[config.mk]
export PLATFORM = sky130hd
export DESIGN_NAME = conv_sched
export DESIGN_NICKNAME = d
export VERILOG_FILES = /design/src/rtl/conv_sched.sv
export SDC_FILE = /design/constraint.sdc
export NUM_CORES = 1
export LEC_CHECK = 0
export BUFFER_PORTS_ARGS = -buffer_cell sky130_fd_sc_hd__buf_2
export CORE_MARGIN = 2
export CORE_UTILIZATION = 25
export CTS_CLUSTER_SIZE = 40
export DETAILED_ROUTE_END_ITERATION = 12
export PLACE_DENSITY = 0.48
export SYNTH_ARGS = -nofsm -noshare
export SYNTH_HDL_FRONTEND = slang
export SYNTH_SLANG_ARGS = --single-unit
[constraint.sdc]
create_clock -name clk -period 1.75 [get_ports clk]
set_input_delay 0.35 -clock clk [delete_from_list [all_inputs] [get_ports clk]]
set_output_delay 0.35 -clock clk [all_outputs]
set_load 0.02 [all_outputs]
[src/rtl/conv_sched.sv]
// Convolution scheduler: loads a frame of SIZE_X samples, then sequences SIZE_F-tap
// MAC passes (clear, run, drain, output) for each of the SIZE_X-SIZE_F+1 output points.
module conv_sched #(
    parameter int SIZE_X  = 32,
    parameter int SIZE_F  = 4,
    parameter int MAC_LAT = 3,
    localparam int AXW = $clog2(SIZE_X),
    localparam int AFW = (SIZE_F > 1) ? $clog2(SIZE_F) : 1,
    localparam int YW  = $clog2(SIZE_X - SIZE_F + 2)
) (
    input  logic           clk,
    input  logic           reset,
    input  logic           x_valid,
    output logic           x_ready,
    output logic           wr_en_x,
    output logic [AXW-1:0] addr_x,
    output logic [AFW-1:0] addr_f,
    output logic           clear_acc,
    output logic           en_acc,
    output logic           y_valid,
    input  logic           y_ready,
    output logic [YW-1:0]  y_index,
    output logic           busy,
    output logic [2:0]     dbg_state
);

    // Handshakes: a sample transfers on a rising edge with x_valid & x_ready high; a point
    // transfers on a rising edge with y_valid & y_ready high. Valid/ready never wait on each other.

    localparam int DW = $clog2(MAC_LAT + 2);
    localparam logic [AXW-1:0] LAST_X = AXW'(SIZE_X - 1);
    localparam logic [AXW-1:0] LAST_B = AXW'(SIZE_X - SIZE_F);
    localparam logic [AFW-1:0] LAST_F = AFW'(SIZE_F - 1);
    localparam logic [DW-1:0]  LAST_D = DW'(MAC_LAT);

    typedef enum logic [2:0] {
        S_LOAD  = 3'd0,
        S_CLEAR = 3'd1,
        S_RUN   = 3'd2,
        S_DRAIN = 3'd3,
        S_OUT   = 3'd4
    } state_t;

    state_t         state, state_nxt;
    logic [AXW-1:0] load_cnt;
    logic [AXW-1:0] base;
    logic [AFW-1:0] tap;
    logic [DW-1:0]  drain_cnt;
    logic [YW-1:0]  y_index_q;
    logic           en_acc_q;

    always_ff @(posedge clk or negedge reset) begin
        if (!reset) begin
            state <= S_LOAD;
        end else begin
            state <= state_nxt;
        end
    end

    always_comb begin
        state_nxt = state;
        case (state)
            S_LOAD:  if (x_valid && load_cnt == LAST_X) state_nxt = S_CLEAR;
            S_CLEAR: state_nxt = S_RUN;
            S_RUN:   if (tap == LAST_F) state_nxt = S_DRAIN;
            S_DRAIN: if (drain_cnt == LAST_D) state_nxt = S_OUT;
            S_OUT:   if (y_ready) state_nxt = (base == LAST_B) ? S_LOAD : S_CLEAR;
            default: state_nxt = S_LOAD;
        endcase
    end

    always_ff @(posedge clk or negedge reset) begin
        if (!reset) begin
            load_cnt  <= '0;
            base      <= '0;
            tap       <= '0;
            drain_cnt <= '0;
            y_index_q <= '0;
            en_acc_q  <= 1'b0;
        end else begin
            // MAC sees the read data one cycle after the address, so enable trails RUN by one.
            en_acc_q <= (state == S_RUN);
            case (state)
                S_LOAD: begin
                    if (x_valid) begin
                        if (load_cnt == LAST_X) begin
                            load_cnt <= '0;
                            base     <= '0;
                        end else begin
                            load_cnt <= load_cnt + AXW'(1);
                        end
                    end
                end
                S_CLEAR: begin
                    tap <= '0;
                end
                S_RUN: begin
                    // Tap holds at its last value so it never wraps past SIZE_F-1.
                    if (tap != LAST_F) tap <= tap + AFW'(1);
                    drain_cnt <= '0;
                end
                S_DRAIN: begin
                    if (drain_cnt != LAST_D) drain_cnt <= drain_cnt + DW'(1);
                end
                S_OUT: begin
                    if (y_ready) begin
                        if (base == LAST_B) begin
                            base      <= '0;
                            y_index_q <= '0;
                        end else begin
                            base      <= base + AXW'(1);
                            y_index_q <= y_index_q + YW'(1);
                        end
                    end
                end
                default: ;
            endcase
        end
    end

    always_comb begin
        x_ready   = (state == S_LOAD);
        wr_en_x   = x_valid & (state == S_LOAD);
        addr_x    = base;
        addr_f    = '0;
        if (state == S_LOAD) begin
            addr_x = load_cnt;
        end else if (state == S_RUN) begin
            addr_x = base + AXW'(tap);
            addr_f = tap;
        end
        // The accumulator is held cleared while reset is asserted.
        clear_acc = (state == S_CLEAR) | ~reset;
        en_acc    = en_acc_q;
        y_valid   = (state == S_OUT);
        y_index   = y_index_q;
        busy      = (state != S_LOAD);
        dbg_state = state;
    end

endmodule

# After elaboration in Yosys (flattened, before gate mapping)
# Index checks and enable logic that the tools add are counted.
dict set report totals {
  inputBits 4
  regBits 24
  out_inout_bits 21
}
dict set report op_classes {
  bitwise 3
  reduce_logical 12
  eq_ne 18
  addsub 6
  muxes 21
}
# op count
set ops {}
lappend ops {{5-bit 2-to-1 mux} 8}
lappend ops {{5-bit by 1-bit adder with 5-bit output (second input constant)} 3}
lappend ops {{3-bit 2-to-1 mux} 5}
lappend ops {{3-bit one-hot mux with 5 select lines} 1}
lappend ops {{5-bit == test (second input constant)} 2}
lappend ops {{2-bit != test (second input constant)} 5}
lappend ops {{5-bit one-hot mux with 2 select lines} 1}
lappend ops {{3-bit by 2-bit == test with 1-bit output (second input constant)} 3}
lappend ops {{2-bit by 1-bit != test with 1-bit output (second input constant)} 4}
lappend ops {{2-bit AND reduction} 4}
lappend ops {{4-bit AND reduction} 2}
lappend ops {{2-bit 2-to-1 mux} 3}
lappend ops {{3-bit one-hot mux with 2 select lines} 1}
lappend ops {{2-bit nonzero test} 3}
lappend ops {{5-bit by 2-bit adder with 5-bit output} 1}
lappend ops {{2-bit one-hot mux with 2 select lines} 1}
lappend ops {{3-bit by 1-bit adder with 3-bit output (second input constant)} 1}
lappend ops {{3-bit by 1-bit == test with 1-bit output (second input constant)} 1}
lappend ops {{3-bit == test (second input constant)} 1}
lappend ops {{3-bit zero test} 1}
lappend ops {{3-bit by 2-bit != test with 1-bit output (second input constant)} 1}
lappend ops {{3-bit nonzero test} 1}
lappend ops {{2-bit by 1-bit adder with 2-bit output (second input constant)} 1}
lappend ops {{2-bit == test (second input constant)} 1}
lappend ops {{other kinds (5)} 5}

# Depth between registers and ports, before layout
dict set report logic_depth {
  ltp_word 4
  depth_mapped 7
}

# Worst setup path before layout
# No wires, ideal clock.
dict set report synth_path {
  path_kind {register -> output}
  start {register state[1] (netlist: dbg_state[1])}
  end {output port addr_x[2]}
  slack_ps -281
  stages_incl_launch_ff 6
  path_buffers 1
  arrival_ps 1681
  required_time_ps 1400
  cell_sequence {dfrtp_1 buf_6 or3_1 inv_1 nand2_1 o21ai_0}
}
dict set report synth_via {
  elab_cells_between_ends 4
}
# item line_no
set synth_rtl {}
lappend synth_rtl {{start, declared} 44} ;# state_t state, state_nxt;
lappend synth_rtl {{start signal, assigned} 56} ;# state <= state_nxt;
lappend synth_rtl {{3-bit zero test} -}
lappend synth_rtl {{net x_ready} 14} ;# output logic x_ready,
lappend synth_rtl {{5-bit 2-to-1 mux} 126} ;# if (state == S_LOAD) begin
lappend synth_rtl {{end, declared} 16} ;# output logic [AXW-1:0] addr_x,
# The timed path passes the listed nets, and every way through them passes these cells.

# Worst setup path after layout
dict set report layout_path {
  start {register tap[0]}
  end {output port addr_x[1]}
}
dict set report layout_via {
  elab_chain_cells 3
}
# item line_no
set layout_rtl {}
lappend layout_rtl {{start, declared} 47} ;# logic [AFW-1:0] tap;
lappend layout_rtl {{start signal, assigned} 99} ;# if (tap != LAST_F) tap <= tap + AFW'(1);
lappend layout_rtl {{5-bit by 2-bit adder with 5-bit output} 129} ;# addr_x = base + AXW'(tap);
lappend layout_rtl {{5-bit 2-to-1 mux} 128} ;# end else if (state == S_RUN) begin
lappend layout_rtl {{5-bit 2-to-1 mux} 126}
# Every way passes these cells.

==> results.md <==
* Status: finished with violations
* Slew Limit Fails at 0
* Fraction of layout cells with a size suffix above 1 at between 40% and 50%
* Root buffer cell: clkbuf_8
* Die span in y at slightly above 80 µm
* Mapped Nets at 178
* Unrepaired setup endpoints after global routing: yes
* Final Critical Period at 2.06 ns
* FMAX at 484 MHz
* Clk_skew at 0.000881 ns
* Rel. slew slack at about 78%
* Setup WS post-layout at -0.314 ns
* FFs w/ async S/R, synth at 100%
* Post-Syn Instances at ~160
* Worst Path Max Fanout at 2
* Detail Route Antenna Nets at 0
* Fin nets at about 230
* DP HPWL at roughly 2.8 mm
* Largest cells by area after synthesis: dfrtp_1 (40%), ha_1 (8.4%), o21ai_0 (6.0%)
* Slew @ Worst Pin at around 0.32 ns
* Crit start category: flip-flop
* Final hold slack at approximately 0.095 ns
* WL/cell at ~13 µm
* # diodes at 0
* Sequential share of the synthesized area at between 40 and 50%
* I/O pin total at 25
* Worst slack, placed at -0.0470 ns
* Initial antenna violation count at 0
* Post-synth top cells: dfrtp_1 (24), nand2_1 (22), o21ai_0 (18)
* Cts-stage hold buffer count at 0
* Worst setup path startpoint: tap[0]$_DFFE_PN0P_
* Placed Area at 1920 µm²
* Synth warn at 0
* Count of different cell masters after synthesis at between 40 and 50
* RePlAce Congestion at around 0.74
* First-pass GRT wire length at approximately 6 mm
* Synth top area share at approximately 40%
* Reg clk slew, reported paths at 0.09 ns
* # Max-Cap Violations at 0
* Die area at approximately 6600 µm²
* Total CTS buffers at 3
* CP Class: reg -> out
* Pin count of the biggest net entering global routing at 25
* Most frequent cell after synthesis: dfrtp_1
* H-tree depth at 1
* Critical Path RT at 1.40 ns
* Worst VDD drop at slightly below 0.5 mV
* Worst skew pair latency at between 0.2 and 0.3 ns
* Pwr dens at 1340 nW/µm²
* Layout filler cell count at 612
* Final worst-path cycle share at 118%
* Final wirelength at ~3.7 mm
* DRT Pass-1 Iters at 4
* Vias at about 1300
* Seq. cell area at ~600 µm²
* WP data arrival at about 1.7 ns
* TritonCTS clock tree: done
* Worst R2R Start: load_cnt[1]$_DFFE_PN0P_
* Multi-input logic area at about 950 µm²
* CORE AREA at 5850 µm²
* Hold Path Class: in -> async
* Number of I/O port buffers at 24
* Fin Setup TNS at -1.11 ns
* Row Count at 28
* Worst-case clock buffer depth at 2
* Initial core utilization at roughly a quarter
* Layout area overhead at 45.1%
* Leak pwr at about 1.0 nW
* Seq cells post-synth at 24
* CTS sink cnt at 24
* EDFF count, synth at 0
* Die extent in x at just over 80 µm
* Largest area contributor in the netlist: dfrtp_1
* Mapped Area at 1500 µm²
* Final hold violation count at 0
* Final Util at between 30% and 40%
* Crit end category: output pin
* Ys flop type: dfrtp_1
* Post-DR vias/cell at roughly 4.5
* # DRC at 0
* Post-Syn Area per Cell at about 9 µm²
* Initial drt markers at 21
* Failing checks: negative setup slack
* Final setup fails at 4
* Final instance area at 2170 µm²
* Vias in the first global route at 1226
* Gr usage total at about an eighth
* GRT overflow at 0
-- power breakdown --
part	leakage [nW]	internal, mW	switching (mW)
clock	0.0288	0.201	0.182
sequential	0.291	0.699	0.146
combinational	0.677	0.826	0.848
total	0.997	1.73	1.18
-- flip-flops by register name, summed over array words and instances (netlist names) --
signal,flops
en_acc,1
dbg_state,3
load_cnt,5
y_index,5
base,5
drain_cnt,3
tap,2
-- final cells by class --
type,count,share of cell area (%)
tap,75,4.32
sequential,24,27.7
inverter,8,1.61
clock buffer,4,2.54
multi-input combinational,125,43.7
timing repair buffer,56,20.1
-- logic make-up (layout without fill, tap and decap cells) --
family,count (synthesis),count (layout),share of synthesized area [%]
DFF,24,24,40.1
muxes,5,5,3.51
adders and majority gates,11,11,9.70
buffers and inverters,14,68,4.60
AOI/OAI and AO/OA,37,37,14.8
and+or+nand+nor,69,69,25.5
xor gates and xnor gates,3,3,1.76
-- critical path, cell delays in order (launching register included) --
cell and delay [ns]:
dfrtp_1 0.42, ha_4 0.18, fa_2 0.51, mux2i_1 0.07, a21oi_2 0.12, buf_4 0.15
-- layer usage --
layer	global-route usage [%]	part of all wire, %	up-vias
met5	0	0	-
met2	19.6	48	22
met3	2.56	3.5	5
li1	-	-	686
met4	3.56	1.0	0
met1	15.5	48	612
-- repair_timing --
item,CTS,global route
buffers inserted,2,5
gates resized for setup,8,37
pin swaps,6,9
setup endpoints to repair,8,20
-- layout by cell type, fill, tap and decap left out, types with 2 or more instances in the layout --
cell,instances
nor2_4,2
a21oi_1,3
nand3_2,2
nand3b_1,2
nor2_1,7
nand2b_1,5
nand4_1,4
o22ai_1,2
buf_2,15
nand3_1,7
o21ai_2,3
nor3_1,2
nand2_2,2
a21oi_2,3
xor2_2,2
dfrtp_1,23
inv_1,5
a21o_1,2
inv_4,2
buf_6,14
nand2_1,20
o21ai_0,15
clkbuf_8,4
ha_1,6
mux2_2,2
nor3b_1,2
buf_4,27
mux2i_1,2
and2_4,2
o31ai_1,2
nor2b_1,3
ha_4,3
-- stage by stage --
step | cells | power (mW)
after CTS | 289 | 2.74
after detailed placement | 283 | 2.30
final | 292 | 2.90
after floorplan | 163 | 1.74
after global routing | 292 | 3.14
after global placement | 283 | 2.27
-- final timing paths --
check	end	slack, ns	cells past startpoint
hold / removal	load_cnt[2]$_DFFE_PN0P_	0.1	2
hold reg to reg	drain_cnt[1]$_DFFE_PN0P_	0.51	1
max in group asynchronous	base[1]$_DFFE_PN0P_	1.39	2
setup reg to reg	base[3]$_DFFE_PN0P_	0.03	7
setup / recovery	addr_x[1]	-0.31	5
min in group clk	dbg_state[2]$_DFFE_PN0P_	0.35	2
(Power assumes the default switching activity.)
